### src/rtl/isa_pkg.sv
// Shared ISA constants for the fetch/decode boundary: field positions of the
// 16-bit instruction format, two-word opcodes and the IF/ID capture states.
package isa_pkg;

  localparam int OPCODE_W = 5;

  localparam int OP_MSB    = 15;
  localparam int OP_LSB    = 11;
  localparam int RS_MSB    = 10;
  localparam int RS_LSB    = 8;
  localparam int RD_MSB    = 7;
  localparam int RD_LSB    = 5;
  localparam int SHAMT_MSB = 4;
  localparam int SHAMT_LSB = 0;

  localparam logic [OPCODE_W-1:0] OP_LDM  = 5'b11000;
  localparam logic [OPCODE_W-1:0] OP_IADD = 5'b11001;
  localparam logic [OPCODE_W-1:0] OP_LDD  = 5'b11010;
  localparam logic [OPCODE_W-1:0] OP_STD  = 5'b11011;

  typedef enum logic {
    S_OP  = 1'b0,
    S_IMM = 1'b1
  } ifid_state_t;

  // Every opcode in the 11xxx group carries a trailing immediate word.
  function automatic logic is_two_word(input logic [OPCODE_W-1:0] opcode);
    return opcode[4:3] == 2'b11;
  endfunction

endpackage

### src/rtl/if_id_buffer.sv
// IF/ID pipeline register: captures fetched words, merges opcode+immediate
// pairs into one decode bundle, and honours stall/flush from hazard control.
module if_id_buffer
  import isa_pkg::*;
#(
  parameter int ADDR_W = 32,
  parameter int INST_W = 16
) (
  input  logic              clk,
  input  logic              reset,
  input  logic              in_valid,
  input  logic [ADDR_W-1:0] in_pc,
  input  logic [INST_W-1:0] in_word,
  input  logic              stall,
  input  logic              flush,
  output logic              ldm_signal,
  output logic              out_valid,
  output logic [ADDR_W-1:0] out_pc,
  output logic [ADDR_W-1:0] out_next_pc,
  output logic [4:0]        out_opcode,
  output logic [2:0]        out_rs,
  output logic [2:0]        out_rd,
  output logic [4:0]        out_shamt,
  output logic [15:0]       out_imm,
  output logic              out_has_imm
);

  ifid_state_t       state;
  logic [INST_W-1:0] held_word;
  logic [ADDR_W-1:0] held_pc;
  logic [INST_W-1:0] out_word;

  // ldm_signal is a pure state decode so fetch never sees a path from in_word.
  assign ldm_signal = (state == S_IMM);

  assign out_opcode = out_word[OP_MSB:OP_LSB];
  assign out_rs     = out_word[RS_MSB:RS_LSB];
  assign out_rd     = out_word[RD_MSB:RD_LSB];
  assign out_shamt  = out_word[SHAMT_MSB:SHAMT_LSB];

  always_ff @(posedge clk or negedge reset) begin
    if (!reset) begin
      state       <= S_OP;
      held_word   <= '0;
      held_pc     <= '0;
      out_valid   <= 1'b0;
      out_has_imm <= 1'b0;
      out_pc      <= '0;
      out_next_pc <= '0;
      out_word    <= '0;
      out_imm     <= '0;
    end else if (flush) begin
      // Data outputs are left stale; consumers qualify on out_valid.
      state       <= S_OP;
      held_word   <= '0;
      held_pc     <= '0;
      out_valid   <= 1'b0;
      out_has_imm <= 1'b0;
    end else if (!stall) begin
      case (state)
        S_OP: begin
          if (in_valid) begin
            if (is_two_word(in_word[OP_MSB:OP_LSB])) begin
              held_word <= in_word;
              held_pc   <= in_pc;
              out_valid <= 1'b0;
              state     <= S_IMM;
            end else begin
              out_valid   <= 1'b1;
              out_pc      <= in_pc;
              out_next_pc <= in_pc + ADDR_W'(1);
              out_word    <= in_word;
              out_imm     <= '0;
              out_has_imm <= 1'b0;
            end
          end else begin
            out_valid <= 1'b0;
          end
        end
        S_IMM: begin
          // The word arriving here is data, never an opcode.
          if (in_valid) begin
            out_valid   <= 1'b1;
            out_pc      <= held_pc;
            out_next_pc <= held_pc + ADDR_W'(2);
            out_word    <= held_word;
            out_imm     <= in_word;
            out_has_imm <= 1'b1;
            state       <= S_OP;
          end else begin
            out_valid <= 1'b0;
          end
        end
        default: state <= S_OP;
      endcase
    end
  end

endmodule

### config.mk
export PLATFORM = sky130hd
export DESIGN_NAME = if_id_buffer
export DESIGN_NICKNAME = d
export VERILOG_FILES = /design/src/rtl/isa_pkg.sv /design/src/rtl/if_id_buffer.sv
export SDC_FILE = /design/constraint.sdc
export NUM_CORES = 1
export LEC_CHECK = 0
export CAP_MARGIN = 40
export CORE_MARGIN = 1.5
export CORE_UTILIZATION = 45
export CTS_CLUSTER_DIAMETER = 50
export DETAILED_ROUTE_END_ITERATION = 8
export GPL_ROUTABILITY_DRIVEN = 0
export PLACE_DENSITY = 0.79
export SYNTH_ARGS = -nofsm -noshare
export SYNTH_HDL_FRONTEND = slang
export SYNTH_SLANG_ARGS = --single-unit
### constraint.sdc
create_clock -name clk -period 5.2 [get_ports clk]
set_input_delay 1.56 -clock clk [delete_from_list [all_inputs] [get_ports clk]]
set_output_delay 1.56 -clock clk [all_outputs]
set_load 0.005 [all_outputs]
Word-level counts from Yosys, hierarchy flattened --
Index checks and enable logic that the tools add are counted.
Word-level totals: bits in registers 147, bits of input ports 53, output and inout bits 99, logic and storage cells 72
Cells by class: add/subtract/negate cells 2, equality and inequality tests 9, mux-type cells 44, bitwise gates (word level) 3, reduce and logical (&&, ||, !) cells 5
Operators with widths (count):
- 32-bit two-way mux | 11
- 16-bit two-way mux | 11
- 32-bit case mux with 2 select lines | 2
- 16-bit case mux with 2 select lines | 2
- 32-bit by 1-bit adder with 32-bit output, second input constant | 1
- 32-bit by 2-bit adder with 32-bit output, second input constant | 1
- 1-bit two-way mux | 15
- 3-bit inequality test, second input constant | 3
- 2-bit inequality test, second input constant | 4
- 4-bit AND reduction | 2
- 1-bit case mux with 2 select lines | 3
- 5-bit AND reduction | 1
- 2-bit nonzero test | 2
- 1-bit NOT | 3
- 2-bit equality test, second input constant | 1
- 2-bit by 1-bit inequality test with 1-bit output, second input constant | 1

Longest topological paths before layout --
Gate-level depths: netlist of the first run.
depth in word-level cells 6, mapped depth 8, gate-level depth less buffers 6

Worst setup path after synthesis of the first run --
No wires, ideal clock.
kind input port to flip-flop, start input in_pc[12], end register out_next_pc[21], arrival time 3.218 ns, required time 5.074 ns, setup slack 1.856 ns, cell stages on the path 6, cells stage by stage clkbuf_1 > nand4_1 > nor4_1 > nand4_1 > xnor2_1 > a221o_1
On the way: word-level cells in the longest chain between the ends 4
Ends and longest elaborated chain:
- start, declared | line if_id_buffer.sv:12 | input logic [ADDR_W-1:0] in_pc,
- 32-bit by 1-bit adder with 32-bit output | line if_id_buffer.sv:71 | out_next_pc <= in_pc + ADDR_W'(1);
- 32-bit two-way mux | line if_id_buffer.sv:63 | if (is_two_word(in_word[OP_MSB:OP_LSB])) begin
- 32-bit two-way mux | line if_id_buffer.sv:62 | if (in_valid) begin
- 32-bit case mux with 2 select lines | line if_id_buffer.sv:60 | case (state)
- end signal, assigned | line if_id_buffer.sv:71
- end signal, assigned | line if_id_buffer.sv:85 | out_next_pc <= held_pc + ADDR_W'(2);
- end, declared | line if_id_buffer.sv:19 | output logic [ADDR_W-1:0] out_next_pc,
Every way passes these cells. The select of a mux whose other input is x is not followed. A chain may end at the register's enable or synchronous reset.

Worst setup path in the final report of the first run --
start input in_pc[0], end register out_next_pc[30]
The elaborated chain is that of the path after synthesis.

==> results of run 1 <==
[power by group through the flow]
stage / Sequential [mW] / Combinational [mW] / Clock [mW]
6_report: 1.36 / 0.568 / 1.34
3_5_place_dp: 1.38 / 0.572 / 0
5_1_grt: 1.38 / 0.621 / 1.40
2_1_floorplan: 1.37 / 0.175 / 0
4_1_cts: 1.36 / 0.576 / 1.35
3_3_place_gp: 1.38 / 0.553 / 0
[layout make-up]
cell class / instances / area (µm²) / area share [%]
clock buffers: 17 / 425 / 4.34
repair buffers: 164 / 1650 / 16.9
multi-input cells: 621 / 3540 / 36.1
clock inverters: 15 / 216 / 2.21
inverters: 2 / 7.51 / 0.0767
well taps: 216 / 270 / 2.76
flip-flops and latches: 147 / 3680 / 37.6
[Yosys cell counts (all sizes together) (5+ instances only)]
| master | instances | area, µm² |
|---|---|---|
| nand2 | 226 | 848 |
| dfrtp | 147 | 3680 |
| o21ai | 64 | 320 |
| clkbuf | 55 | 206 |
| mux2i | 54 | 541 |
| a21oi | 53 | 265 |
| nand3 | 35 | 175 |
| xnor2 | 28 | 245 |
| nor2 | 23 | 86.3 |
| nand4 | 19 | 134 |
| xor2 | 17 | 149 |
| and3 | 11 | 68.8 |
| nor4 | 11 | 68.8 |
| nor3 | 10 | 50.1 |
| o221ai | 8 | 70.1 |
| buf | 7 | 30.0 |
| or4 | 7 | 52.6 |
| and4 | 6 | 52.6 |
| o211ai | 6 | 45.0 |
| a221o | 5 | 50.1 |
| or3 | 5 | 31.3 |
[tightest hold or removal path: stages (launching register included)]
cell and delay [ns]:
dfrtp_1 0.34, nand2_1 0.05, nand2_1 0.05
[flip-flops by register name, summed over array words and instances, names as in the netlist]
register	flops
out_word	16
ldm_signal	1
out_imm	16
out_valid	1
held_pc	32
held_word	16
out_pc	32
out_has_imm	1
out_next_pc	32
[worst paths after layout]
kind | from | cells past startpoint | to | slack (ns)
max | in_pc[0] | 7 | out_next_pc[30] | 1.38
max reg2reg | ldm_signal | 6 | held_pc[20] | 2.56
min | out_imm[13] | 2 | out_imm[13] | 0.47
min in group asynchronous | reset | 1 | out_imm[4] | 1.12
min reg2reg | out_imm[13] | 2 | out_imm[13] | 0.47
max in group asynchronous | reset | 2 | ldm_signal | 3.19
[kinds of logic after synthesis]
| logic type | synth area share (%) |
|---|---|
| AO/OA/AOI/OAI | 12.2 |
| XOR/XNOR | 5.30 |
| adder cells (fa/ha/maj) | 0.336 |
| buffers and inverters | 3.28 |
| flip-flops | 49.4 |
| multiplexers | 7.41 |
| AND/OR/NAND/NOR | 22.1 |
[stage by stage]
| step | instances | setup WS (ns) | cell area [µm²] |
|---|---|---|---|
| after floorplan | 832 | 1.86 | 7440 |
| after global placement | 1147 | 1.09 | 9110 |
| final | 1182 | 1.38 | 9790 |
| after detailed placement | 1150 | 1.01 | 9150 |
| after CTS | 1182 | 1.44 | 9790 |
| after global routing | 1182 | 1.22 | 9790 |
[routing by layer]
layer / track usage, % / vias to the layer above / share of wire (%)
li1: - / 3134 / -
met1: 31.8 / 3238 / 43
met2: 40.0 / 268 / 49
met3: 5.36 / 38 / 6.4
met4: 9.20 / 0 / 2.3
met5: 0 / - / 0
==> metrics.txt, run 1 <==
Largest delay share family, worst path simple AND/OR/NAND/NOR gates; Max clock buf depth 2; die width 132 µm; Final setup viols 0; Syn Inst Count 832; overflow left after global routing 0; post-CTS sizing 0; fill cell count 1,407; Crit. End Element flop; DIE HEIGHT 132 µm; clock power share roughly two fifths; antenna cells 0; Ys Warns 0; WL/cell about 18 µm; Area Overhead vs Synth 31.6%; unrepaired setup endpoints after global routing no; Worst Hold Class flop to flop; post-synthesis net count approximately 890; Combinational Power Share 17.4%; synth unique cells 44; max-slew violations 0; die area 17,300 µm²; drc violations 0; initial antenna violation count 0; via count 6,678; Post-synth EDFFs 0; DRT Wirelength 21,000 µm; commonest non-fill, non-tap cells in the layout nand2_1, clkdlybuf4s50_1, dfrtp_1; normalized max-slew margin 44.9%; register bit total from synthesis between 100 and 150; status finished clean; Port Buffers 151; htree depth 4; hold_ws ~0.47 ns; worst vdd ir between 200 and 300 µV; root buffer cell clkbuf_16; Core Box Area 16,000 µm²; slowest library cell on the worst path or4_1; Worst-path clk slew roughly 0.06 ns; Final Cycle Share 73.5%; Setup CP Type primary input to flop; CTS tree built; average size of a mapped cell 8.94 µm²; worst clock skew approximately 0.0091 ns; CP Data Required Time 5.48 ns; Seq/Total Area, Yosys about half; Static Leakage 3.94 nW; # IOs 152; post-route ant nets 0; Arrival @ worst endpoint 4.11 ns; post-CTS setup buffer count 0; DP HPWL 14,100 µm; vias in the first global route 6,471; layout cell share with drive strength beyond 1 5.69%; CTS Hold Bufs 0; Initial Utilization 46.5%; Total Routing Usage GR 24.5%; Fin Setup TNS 0 ns; fin nets 1,008; sw power between 800 and 900 µW; global-route wire length before repair 33,900 µm; First DRT Iteration DRCs 478; Slew @ Worst Pin 0.825 ns; total power 3.27 mW; sequential cell fraction of total power 41.7%; max_cap viols 0; Clock Sinks about 150; Via density between 5 and 6; clock buffer count from CTS 17; Switching Share 26.0%; Critical Path Start Type primary input; internal power about 2.4 mW; pin count of the biggest net entering global routing 79; Final Util 61.2%; Std-Cell Rows 46; FMAX ~0.26 GHz; async set or reset register ratio after synthesis 100%; Synth Flop Type dfrtp_1; Pre-antenna DRT Iters 5; leading cell type in the layout, fill and taps excluded nand2_1; Critical Path Fanout Max 8; Skew-Pair Late Insertion Delay 0.43 ns; Mapped Area 7440 µm²; CP Buf/Inv Count 1; P per Cell Area 334 nW/µm²; slowest stage delay, CP around 0.74 ns; Final Hold Vio Count 0; cells along the critical path clkdlybuf4s50_1 > ha_1 > nand3_1 > or4_1 > nor4_1 > mux2i_1 > o211ai_1; min cycle time layout 3.82 ns
No activity file was read; power rests on OpenSTA's default activity.
==> run 2: changes to the inputs <==
--- a/config.mk
+++ b/config.mk
@@ -11,7 +11,7 @@
 export CTS_CLUSTER_DIAMETER = 50
 export DETAILED_ROUTE_END_ITERATION = 8
 export GPL_ROUTABILITY_DRIVEN = 0
-export PLACE_DENSITY = 0.79
+export PLACE_DENSITY = 0.82
 export SYNTH_ARGS = -nofsm -noshare
 export SYNTH_HDL_FRONTEND = slang
 export SYNTH_SLANG_ARGS = --single-unit
==> constraint.sdc (replaced) <==
create_clock -name clk -period 3.4 [get_ports clk]
set_input_delay 1.02 -clock clk [delete_from_list [all_inputs] [get_ports clk]]
set_output_delay 1.02 -clock clk [all_outputs]
set_load 0.005 [all_outputs]
==> run 2 against run 1 <==
- clock skew is 0.0021 ns lower
- first-iteration DRC count is 14% higher
- cell area is 1.1% higher
- sequential cell count stayed put
- non-clock buffer count is 24 higher
- power is 49% higher
==> metrics.txt, run 2 (synthesized netlist as in run 1, its figures left out) <==
status finished clean (unchanged); Critical Path Start Type primary input (unchanged); Worst-path clk slew 0.06 ns (about the same); Final setup viols 0 (unchanged); Largest delay share family, worst path simple AND/OR/NAND/NOR gates (unchanged); Top Registers held_pc (32), out_next_pc (32), out_pc (32) (unchanged); Max clock buf depth 2 (unchanged); CP Buf/Inv Count 1 (unchanged); normalized max-slew margin 46.6% (was 44.9%); Arrival @ worst endpoint 3.25 ns (was 4.11 ns); worst clock skew 0.00694 ns (was 0.00908 ns); P per Cell Area 493 nW/µm² (was 334 nW/µm²); Initial Utilization 46.5% (unchanged); Worst Reg2Reg Path Length in Cells 5 (was 6); vias in the first global route 6,505 (was 6,471); Core Box Area 16,000 µm² (unchanged); placed cells 1,174 (was 1,150); htree depth 4 (unchanged); hold_ws 0.464 ns (was 0.467 ns); FMAX 0.337 GHz; FF-to-FF setup slack 1.06 ns (was 2.56 ns); Crit. End Element flop (unchanged); Final Hold Vio Count 0 (unchanged); sequential cell fraction of total power 42.7% (was 41.7%); max_cap viols 0 (unchanged); DRT Wirelength 21,100 µm (was 21,000 µm); unrepaired setup endpoints after global routing no (unchanged); WL/cell 17.5 µm (was 17.8 µm); Clock Sinks 147 (unchanged); Slew @ Worst Pin 0.801 ns (was 0.825 ns); min cycle time layout 2.96 ns; Worst Hold Class flop to flop (unchanged); DIE HEIGHT 132 µm (unchanged); # IOs 152 (unchanged); Design Area, Final 9900 µm² (was 9790 µm²); pin count of the biggest net entering global routing 93 (was 79); sw power 1.26 mW (was 852 µW); Combinational Power Share 18.3% (was 17.4%); fin nets 1,032 (was 1,008); commonest non-fill, non-tap cells in the layout nand2_1, clkdlybuf4s50_1, dfrtp_1 (unchanged); Via density 5.64 (was 5.65); post-route ant nets 0 (unchanged); Total Routing Usage GR 25.0% (was 24.5%); overflow left after global routing 0 (unchanged); DP Area 9310 µm² (was 9150 µm²); Area Overhead vs Synth 33.1% (was 31.6%); max-slew violations 0 (unchanged); Pre-antenna DRT Iters 5 (unchanged); root buffer cell clkbuf_16 (unchanged); worst r2r dst out_next_pc[21] (was held_pc[20]); CTS tree built (unchanged); slowest stage delay, CP 0.69 ns (was 0.74 ns); die area 17,300 µm² (unchanged); slowest library cell on the worst path or4_1 (unchanged); initial antenna violation count 0 (unchanged); clock buffer count from CTS 17 (unchanged); antenna cells 0 (unchanged); First DRT Iteration DRCs 546 (was 478); clock power share 39.0% (was 40.9%); cells along the critical path clkdlybuf4s50_1 > ha_1 > nand3_1 > or4_1 > nor4_1 > mux2i_1 > o211ai_1 (unchanged); CP Data Required Time 3.69 ns (was 5.48 ns); leading cell type in the layout, fill and taps excluded nand2_1 (unchanged); Static Leakage 4.01 nW (was 3.94 nW); worst vdd ir 352 µV (was 264 µV); Critical Path Fanout Max 6 (was 8); DP HPWL 14,400 µm (was 14,100 µm); CP endpoint out_next_pc[30] (unchanged); Setup CP Type primary input to flop (unchanged); die width 132 µm (unchanged); Skew-Pair Late Insertion Delay 0.42 ns (was 0.43 ns); Port Buffers 151 (unchanged); post-CTS sizing 0 (unchanged); internal power 3.62 mW (was 2.42 mW); Layout Cells excl Fill 1,206 (was 1,182); critical path depth in cells 7 (unchanged); Final Cycle Share between 80 and 90%; Std-Cell Rows 46 (unchanged); via count 6,799 (was 6,678); CTS Hold Bufs 0 (unchanged); drc violations 0 (unchanged); Switching Share 25.8% (was 26.0%); post-CTS setup buffer count 0 (unchanged); global-route wire length before repair 34,500 µm (was 33,900 µm); fill cell count 1,369 (was 1,407); Worst Setup SP in_pc[0] (unchanged); layout cell share with drive strength beyond 1 7.68% (was 5.69%); Fin Setup TNS 0 ns (unchanged); R2R Path Start held_pc[3] (was ldm_signal); Final Util 61.9% (was 61.2%)
==> run 2: cell count changes in the layout (fill, tap and decap cells not counted), moves of 3 or more <==
| cell | before | now |
|---|---|---|
| buf_4 | 8 | 35 |
| inv_6 | 6 | 1 |
| clkinvlp_4 | 2 | 6 |
| clkbuf_1 | 0 | 3 |
==> run 2: layout make-up <==
cell class | count | area, µm² | share of cell area, %
sequential | 147 | 3680 | 37.2
inverter | 2 | 7.51 | 0.0758
clock buffer | 20 | 437 | 4.41
timing repair buffer | 188 | 1810 | 18.3
clock inverter | 12 | 158 | 1.59
multi-input combinational | 621 | 3540 | 35.7
tap | 216 | 270 | 2.73
==> run 2: per-stage QoR <==
stage	power (mW)	setup WS, ns
3_3_place_gp	2.98	0.0358
4_1_cts	4.92	0.452
3_5_place_dp	3.01	-0.00673
6_report	4.88	0.436
2_1_floorplan	2.37	0.596
5_1_grt	5.09	0.344
==> run 2: worst min-delay path, stage by stage, from the launching register on <==
cell and delay (ns):
dfrtp_1 0.34, nand2_1 0.05, nand2_1 0.05
==> run 2: how the worst min path moves through the flow <==
| stage | startpoint | end | cells past startpoint |
|---|---|---|---|
| floorplan | out_imm[0] | out_imm[0] | 2 |
| global placement | out_imm[15] | out_imm[15] | 2 |
| detailed placement | out_imm[4] | out_imm[4] | 2 |
| CTS | out_imm[4] | out_imm[4] | 2 |
| global route | out_imm[4] | out_imm[4] | 2 |
| finish | out_imm[4] | out_imm[4] | 2 |
==> run 2: routing by layer <==
layer  up-vias  global-route usage, %  share of wire [%]
met5         -                      0                  0
met2       302                   40.3                 48
met1      3279                   33.4                 42
li1       3175                      -                  -
met3        43                   4.44                6.8
met4         0                   9.94                2.6
==> run 2: power by group through the flow <==
stage,registers (mW),clock network (mW),logic [mW]
2_1_floorplan,2.10,0,0.267
3_3_place_gp,2.11,0,0.875
3_5_place_dp,2.11,0,0.899
4_1_cts,2.08,1.93,0.904
5_1_grt,2.11,2.00,0.975
6_report,2.09,1.90,0.893
==> run 3: changes to the inputs <==
--- a/config.mk
+++ b/config.mk
@@ -9,6 +9,7 @@
 export CORE_MARGIN = 1.5
 export CORE_UTILIZATION = 45
 export CTS_CLUSTER_DIAMETER = 50
+export CTS_CLUSTER_SIZE = 28
 export DETAILED_ROUTE_END_ITERATION = 8
 export GPL_ROUTABILITY_DRIVEN = 0
 export PLACE_DENSITY = 0.82
==> results of run 3 <==
Final layout, timing and power as in run 2 (identical DEF).
